## src/rtl/module_banco_registros_clr.sv

```systemverilog
// rtl/module_banco_registros_clr.sv - register bank with zero register, write bypass and sequential clear engine
module module_banco_registros_clr #(
  parameter int N          = 2,
  parameter int DATA_WIDTH = 4,
  parameter int ZERO_REG   = 1,
  parameter int BYPASS     = 1
) (
  input  logic                  clk_i,
  input  logic                  rst_n_i,
  input  logic                  we_i,
  input  logic                  clr_i,
  input  logic [N-1:0]          addr_rs1_i,
  input  logic [N-1:0]          addr_rs2_i,
  input  logic [N-1:0]          addr_rd_i,
  input  logic [DATA_WIDTH-1:0] data_i,
  output logic [DATA_WIDTH-1:0] rs1_o,
  output logic [DATA_WIDTH-1:0] rs2_o,
  output logic                  busy_o,
  output logic                  clr_done_o,
  output logic                  wr_drop_o
);

  localparam int DEPTH = 1 << N;
  localparam logic [N-1:0] LAST_IDX = {N{1'b1}};

  typedef enum logic {S_IDLE, S_CLEAR} state_t;

  state_t                r_state;
  state_t                w_state_next;
  logic [N-1:0]          r_cnt;
  logic [N-1:0]          w_cnt_next;
  logic [DATA_WIDTH-1:0] r_bank [DEPTH];
  logic                  r_wr_drop;
  logic                  w_busy;
  logic                  w_rd_is_zero;
  logic                  w_wr_acc;
  logic                  w_wr_drop;

  assign w_busy       = (r_state == S_CLEAR);
  assign w_rd_is_zero = (ZERO_REG != 0) && (addr_rd_i == '0);
  // clr_i in the same cycle as a write wins: the write would otherwise be wiped anyway
  assign w_wr_acc     = we_i & ~w_busy & ~clr_i & ~w_rd_is_zero;
  assign w_wr_drop    = we_i & (w_busy | clr_i);

  assign busy_o     = w_busy;
  assign clr_done_o = w_busy && (r_cnt == LAST_IDX);
  assign wr_drop_o  = r_wr_drop;

  // FSM state, clear counter and drop flag registers
  always_ff @(posedge clk_i or negedge rst_n_i) begin
    if (!rst_n_i) begin
      r_state   <= S_IDLE;
      r_cnt     <= '0;
      r_wr_drop <= 1'b0;
    end else begin
      r_state   <= w_state_next;
      r_cnt     <= w_cnt_next;
      r_wr_drop <= w_wr_drop;
    end
  end

  // Next-state logic: clr_i only starts a clear from IDLE, so it cannot restart one
  always_comb begin
    w_state_next = r_state;
    w_cnt_next   = r_cnt;
    case (r_state)
      S_IDLE: begin
        if (clr_i) begin
          w_state_next = S_CLEAR;
        end
      end
      S_CLEAR: begin
        if (r_cnt == LAST_IDX) begin
          w_state_next = S_IDLE;
          w_cnt_next   = '0;
        end else begin
          w_cnt_next = r_cnt + 1'b1;
        end
      end
      default: begin
        w_state_next = S_IDLE;
        w_cnt_next   = '0;
      end
    endcase
  end

  // Register storage: clear engine wipes one entry per cycle, otherwise accepted writes land
  always_ff @(posedge clk_i or negedge rst_n_i) begin
    if (!rst_n_i) begin
      for (int i = 0; i < DEPTH; i++) begin
        r_bank[i] <= '0;
      end
    end else if (w_busy) begin
      r_bank[r_cnt] <= '0;
    end else if (w_wr_acc) begin
      r_bank[addr_rd_i] <= data_i;
    end
  end

  // Read port 1: zero register overrides the bypass path
  always_comb begin
    rs1_o = r_bank[addr_rs1_i];
    if ((BYPASS != 0) && w_wr_acc && (addr_rd_i == addr_rs1_i)) begin
      rs1_o = data_i;
    end
    if ((ZERO_REG != 0) && (addr_rs1_i == '0)) begin
      rs1_o = '0;
    end
  end

  // Read port 2: identical selection to port 1
  always_comb begin
    rs2_o = r_bank[addr_rs2_i];
    if ((BYPASS != 0) && w_wr_acc && (addr_rd_i == addr_rs2_i)) begin
      rs2_o = data_i;
    end
    if ((ZERO_REG != 0) && (addr_rs2_i == '0)) begin
      rs2_o = '0;
    end
  end

endmodule

```

## config.mk

```make
export PLATFORM = sky130hd
export DESIGN_NAME = module_banco_registros_clr
export DESIGN_NICKNAME = d
export VERILOG_FILES = /design/src/rtl/module_banco_registros_clr.sv
export SDC_FILE = /design/constraint.sdc
export NUM_CORES = 1
export LEC_CHECK = 0
export ABC_AREA = 1
export BUFFER_PORTS_ARGS = -buffer_cell sky130_fd_sc_hd__buf_2
export CAP_MARGIN = 20
export CELL_PAD_IN_SITES_DETAIL_PLACEMENT = 1
export CELL_PAD_IN_SITES_GLOBAL_PLACEMENT = 1
export CORE_MARGIN = 1
export CORE_UTILIZATION = 35
export DETAILED_ROUTE_END_ITERATION = 6
export GPL_ROUTABILITY_DRIVEN = 0
export HOLD_SLACK_MARGIN = 0.1
export PLACE_DENSITY_LB_ADDON = 0.1
export SETUP_SLACK_MARGIN = 0.3
export SLEW_MARGIN = 20
export SYNTH_ARGS = -nofsm -noshare
export SYNTH_HDL_FRONTEND = slang
export SYNTH_SLANG_ARGS = --single-unit
export TNS_END_PERCENT = 100
```

## constraint.sdc

```tcl
create_clock -name clk_i -period 1.2 [get_ports clk_i]
set_input_delay 0.24 -clock clk_i [delete_from_list [all_inputs] [get_ports clk_i]]
set_output_delay 0.24 -clock clk_i [all_outputs]
set_load 0.03 [all_outputs]
```

==> out/metrics.yaml, run 1 <==
period_needed_ps: 1780
max_freq_mhz: 561
yosys-top-cells-count: "nand2_1 (89), inv_1 (30), nand3_1 (24)"
status: "complete, but fails checks"
htreeDepth: 1
cts_tree: "yes"
fin_area_sq_um: 2440
internal_power_mw: 2.50
netlist_area_sq_um: 1530
die_h_um: 68.1
synth-edff-count: 0
ios: 25
synth_area_leaders: "dfrtp_1 (33%), nand2_1 (22%), nand3_1 (7.9%), inv_1 (7.4%), o22ai_1 (4.9%)"
port-buffer-count: 24
synth_top_area_share_pct: 32.7
grt_overflow: 0
power_mw: 4.64
rsz0062_at_grt: "true"
drt-initial-drc-count: 152
clock_skew_ps: 0.904
violations: "negative setup slack"
maxSlewHeadroom_pct: 80.4
layout.nets: 315
yosysWarnings: 0
crit_path_start_kind: "register"
hold_viol_final: 0
synth_top_family_by_area: "simple AND/OR/NAND/NOR gates"
yosysTopAreaCell: "dfrtp_1"
clk_pin_slew_ps: 80
share_comb_of_total_power_pct: 63.9
fin_crit_sh_pct: 148
start_util_pct: 37.4
drive_above_1_share_pct: 45.9
grt_pass1_wl_um: 8520
yosysSeqAreaShare_pct: 32.7
synth.distinct_cells: 17
synthXorXnorAreaFrac_pct: 0
p_sw_share_pct: 46.2
synthAdderAreaFrac_pct: 3.27
synth_compound_area_share_pct: 13.4
path_class: "register to output pin"
syn_avg_cell_area_sq_um: 6.51
critPathMaxFanout: 4
powerDensity_nw_per_um2: 1910
reg2reg_slack_ps: -250
rows: 23
viasPerCell: 5.42
place_area_sq_um: 1930
synth_mux_area_share_pct: 0
async_reset_ff_share_pct: 100
routed_wl_um: 6790
required_ps: 960
core_sq_um: 4090
grt_usage_pct: 25.4
synthSimpleGateAreaFrac_pct: 38.8
final_util_pct: 59.6
grt_antenna_before_repair: 0
grt_max_degree: 21
fin_setup_tns_ps: -7730
cts_root_buf: "clkbuf_8"
grt_pass1_vias: 1702
ys.flop_type: "dfrtp_1"
p_leak_nw: 1.22
synth_nets: 253
cts.sinks: 20
hp-class: "input port to register"
ir_worst_vdd_uv: 1610
vias: 1874
clk_latency_ps: 260
setup_viol: 23
route.detailed.wl_per_inst_um: 19.6
synth_most_common_cell: "nand2_1"
finalWorstSetupSlack_ps: -582
die_w_um: 68.1
syn_inst: 235
post-route-drc-count: 0
cap_violations: 0
synth_seq_cells: 20
ant_nets: 0
cp.arrival_ps: 1540
drv_slew: 0
clock_power_share_pct: 14.5
p_sw_mw: 2.14
syn_to_final_growth_pct: 59.3
crit_path_end_kind: "output pin"
die_area_sq_um: 4640
numCtsBuffers: 3
clock_path_buffers: 2
seq_power_share_pct: 21.6
fillers: 512
worst_pin_slew_ps: 293
dp_hpwl_um: 3850
num_antenna_cells: 0
drt_pre_antenna_iters: 4
==> sequential cells by signal, indices dropped and copies added (netlist names) <==
| signal | cells |
|---|---|
| busy_o | 1 |
| wr_drop_o | 1 |
| r_bank | 16 |
| r_cnt | 2 |
==> cell families after synthesis <==
| group | Yosys count |
|---|---|
| simple gates | 133 |
| buf+inv | 40 |
| compound gates | 38 |
| flops | 20 |
| fa+ha+maj | 4 |
==> repair_timing <==
item | 4_1_cts | 5_1_grt
gates cloned | 1 | 0
setup endpoints to repair | 30 | 35
buffers inserted | 4 | 6
gates resized for setup | 29 | 71
hold buffers | 1 | 0
hold endpoints to repair | 20 | 0
pin swaps | 2 | 7
==> area by class of cell <==
type | instances | area, sq um | area share (%)
multi-input combinational | 176 | 1120 | 46.2
sequential | 20 | 502 | 20.6
timing repair buffer | 62 | 542 | 22.2
clock buffer | 3 | 41.3 | 1.69
inverter | 34 | 134 | 5.50
clock inverter | 1 | 30.0 | 1.23
tap | 50 | 62.6 | 2.57
==> metal layers <==
| layer | part of all wire [%] | track usage, % | wire length [um] |
|---|---|---|---|
| met5 | 0 | 0 | 0 |
| met4 | 2.1 | 3.39 | 140 |
| met3 | 6.1 | 3.50 | 417 |
| met2 | 51 | 39.3 | 3430 |
| met1 | 41 | 37.9 | 2790 |
==> placed cells by master (no fill, tap or decap) <==
cell type / synthesis / layout
o21ai_2: 0 / 5
nand2_2: 1 / 19
bufinv_16: 0 / 1
o21ai_1: 0 / 4
ha_4: 0 / 1
buf_6: 0 / 19
buf_12: 0 / 2
nor2_8: 1 / 1
buf_2: 0 / 12
inv_1: 30 / 26
inv_4: 0 / 1
o22ai_2: 0 / 4
nor2_4: 4 / 13
o22ai_1: 12 / 8
nand3_2: 0 / 1
ha_1: 4 / 3
dfrtp_1: 20 / 19
a21oi_2: 0 / 11
nand2_4: 1 / 5
o21ai_0: 14 / 5
a21oi_4: 0 / 1
buf_8: 1 / 1
nand2_1: 89 / 66
nand4_1: 3 / 3
clkinvlp_4: 0 / 1
dlygate4sd3_1: 0 / 1
buf_4: 5 / 26
nand2_8: 0 / 1
clkbuf_8: 0 / 3
clkbuf_4: 0 / 1
nand3_1: 24 / 23
inv_2: 4 / 6
nor2_1: 10 / 2
dfrtp_2: 0 / 1
==> through the flow <==
step | worst slack [ps] | instances | hold slack, ps
floorplan | -297 | 235 | -55.6
global placement | -283 | 330 | 209
detailed placement | -295 | 330 | 214
CTS | -544 | 340 | 374
global route | -628 | 346 | 430
finish | -582 | 346 | 422
==> final timing paths <==
kind,start,end,depth (start not counted)
worst min-delay path,we_i,wr_drop_o,4
max in group asynchronous,rst_n_i,busy_o,2
worst max-delay path,busy_o,rs2_o[0],7
min in group asynchronous,rst_n_i,r_bank[3],2
worst max register to register,busy_o,r_bank[2],8
worst min register to register,r_bank[5],r_bank[5],2
==> power by group through the flow <==
stage	registers, mW	logic (mW)	clock network, mW
floorplan	1.02	1.22	0
global placement	0.983	1.89	0
detailed placement	0.999	1.93	0
CTS	0.980	2.22	0.679
global route	1.01	3.19	0.705
finish	1.00	2.97	0.673
==> worst max-delay path: stages (launching register included) <==
cell	delay (ps)
dfrtp_2	430
nor2_4	120
nand2_4	100
nor2_4	180
buf_6	150
a21oi_2	70
nor2_4	90
buf_6	130
No activity file was read; power rests on OpenSTA's default activity.
==> run 2: changes to the inputs <==
RECOVER_POWER = 100   (was not set)
==> out/metrics.yaml, run 2 (synthesized netlist as in run 1, its figures left out) <==
critPathLaunch: "busy_o"  # unchanged
vias: 1874  # unchanged
die_h_um: 68.1  # unchanged
die_w_um: 68.1  # unchanged
route.detailed.wl_per_inst_um: 19.6  # unchanged
port-buffer-count: 24  # unchanged
holdCritStartpoint: "we_i"  # unchanged
finalNonFillerCells: 346  # unchanged
final_util_pct: 59.6  # about the same
reg2regPathDepth: 8  # unchanged
rr_startpoint: "busy_o"  # unchanged
hold_viol_final: 0  # unchanged
syn_to_final_growth_pct: 59.2  # was 59.3%
ir_worst_vdd_uv: 1610  # about the same
drt-initial-drc-count: 152  # unchanged
largest_reg_flops: 16  # unchanged
reg2reg_slack_ps: -250  # about the same
grt_antenna_before_repair: 0  # unchanged
final_cell_mix: "nand2_1 (66), inv_1 (26), buf_4 (26)"  # unchanged
num_antenna_cells: 0  # unchanged
rsz0062_at_grt: "true"  # unchanged
rows: 23  # unchanged
core_sq_um: 4090  # unchanged
largest-register: "r_bank"  # unchanged
hp-class: "input port to register"  # unchanged
worstHoldEndpoint: "wr_drop_o"  # unchanged
fin_crit_sh_pct: 148  # unchanged
maxSlewHeadroom_pct: 65.0  # was 80.4%
layout.nets: 315  # unchanged
status: "complete, but fails checks"  # unchanged
drt_pre_antenna_iters: 4  # unchanged
clk_latency_ps: 260  # about the same
cap_violations: 0  # unchanged
powerDensity_nw_per_um2: 1910  # about the same
cts_tree: "yes"  # unchanged
drv_slew: 0  # unchanged
reg2reg_to: "r_bank[2]"  # unchanged
clock_power_share_pct: 14.5  # about the same
grt_max_degree: 21  # unchanged
die_area_sq_um: 4640  # unchanged
path_class: "register to output pin"  # unchanged
htreeDepth: 1  # unchanged
min_path_cells: 4  # unchanged
fin_setup_tns_ps: -7730  # about the same
routed_wl_um: 6790  # unchanged
worst_pin_slew_ps: 525  # was 293 ps
cp.arrival_ps: 1540  # about the same
grt_pass1_vias: 1702  # unchanged
internal_power_mw: 2.50  # about the same
grt_pass1_wl_um: 8520  # unchanged
grt_usage_pct: 25.4  # unchanged
period_needed_ps: 1780  # unchanged
cts.sinks: 20  # unchanged
setup_viol: 23  # unchanged
post-route-drc-count: 0  # unchanged
clk_pin_slew_ps: 80  # about the same
share_comb_of_total_power_pct: 63.9  # about the same
crit_path_start_kind: "register"  # unchanged
clock_skew_ps: 0.904  # unchanged
ios: 25  # unchanged
ant_nets: 0  # unchanged
p_sw_mw: 2.14  # about the same
crit_path_end_kind: "output pin"  # unchanged
grt_overflow: 0  # unchanged
layout_commonest_cell: "nand2_1"  # unchanged
dp_hpwl_um: 3850  # unchanged
viasPerCell: 5.42  # unchanged
cts_root_buf: "clkbuf_8"  # unchanged
start_util_pct: 37.4  # unchanged
violations: "negative setup slack"  # unchanged
critPathMaxFanout: 4  # unchanged
max_freq_mhz: 561  # unchanged
required_ps: 960  # about the same
clock_path_buffers: 2  # unchanged
finalWorstSetupSlack_ps: -582  # unchanged
seq_power_share_pct: 21.6  # about the same
largestRegisters: "r_bank x16, r_cnt x2"  # unchanged
p_leak_nw: 1.22  # about the same
dp.cells: 330  # unchanged
drive_above_1_share_pct: 45.9  # unchanged
p_sw_share_pct: 46.2  # about the same
numCtsBuffers: 3  # unchanged
[run 2: cell types whose count changed in the layout (fill, tap and decap cells not counted)]
cell and delta:
clkbuf_4 -1, clkbuf_2 +1
[run 2: cell type report]
type / instances / area, sq um
Sequential cell: 20 / 502
Inverter: 34 / 134
Clock inverter: 1 / 30.0
Tap cell: 50 / 62.6
Timing Repair Buffer: 62 / 539
Fill cell: 512 / 1650
Multi-Input combinational cell: 176 / 1120
Clock buffer: 3 / 41.3
[run 2: through the flow]
step	hold WS [ps]	setup WS [ps]	area, sq um	total power [mW]
final	422	-582	2430	4.64
after global routing	430	-628	2430	4.91
after CTS	374	-544	2140	3.87
after detailed placement	214	-295	1930	2.93
after global placement	209	-283	1930	2.87
after floorplan	-55.6	-297	1600	2.24
[run 2: repair_timing]
| item | CTS | global route |
|---|---|---|
| resized for setup | 29 | 71 |
| hold buffers | 1 | 0 |
| hold endpoints to repair | 20 | 0 |
| setup buffers | 4 | 6 |
| setup endpoints to repair | 30 | 35 |
| gates cloned | 1 | 0 |
| pin swaps | 2 | 7 |
[run 2: worst max-delay path, cell delays in order, from the launching register on]
cell     delay (ps)
dfrtp_2         430
nor2_4          120
nand2_4         100
nor2_4          180
buf_6           150
a21oi_2          70
nor2_4           90
buf_6           130
[run 2: power groups by stage]
stage,clock (mW),sequential [mW],combinational (mW)
final,0.673,1.00,2.97
after global routing,0.705,1.01,3.19
after CTS,0.679,0.980,2.22
after detailed placement,0,0.999,1.93
after global placement,0,0.983,1.89
after floorplan,0,1.02,1.22
[run 2: metal layers]
| layer | GRT usage [%] | part of all wire [%] |
|---|---|---|
| met3 | 3.50 | 6.1 |
| met2 | 39.3 | 51 |
| met5 | 0 | 0 |
| met1 | 37.9 | 41 |
| met4 | 3.39 | 2.1 |
[run 2: worst max-delay path by stage]
| stage | endpoint | slack (ps) |
|---|---|---|
| floorplan | rs2_o[0] | -300 |
| global placement | rs1_o[1] | -280 |
| detailed placement | rs1_o[1] | -290 |
| CTS | rs1_o[2] | -540 |
| global route | rs2_o[3] | -630 |
| finish | rs2_o[0] | -580 |
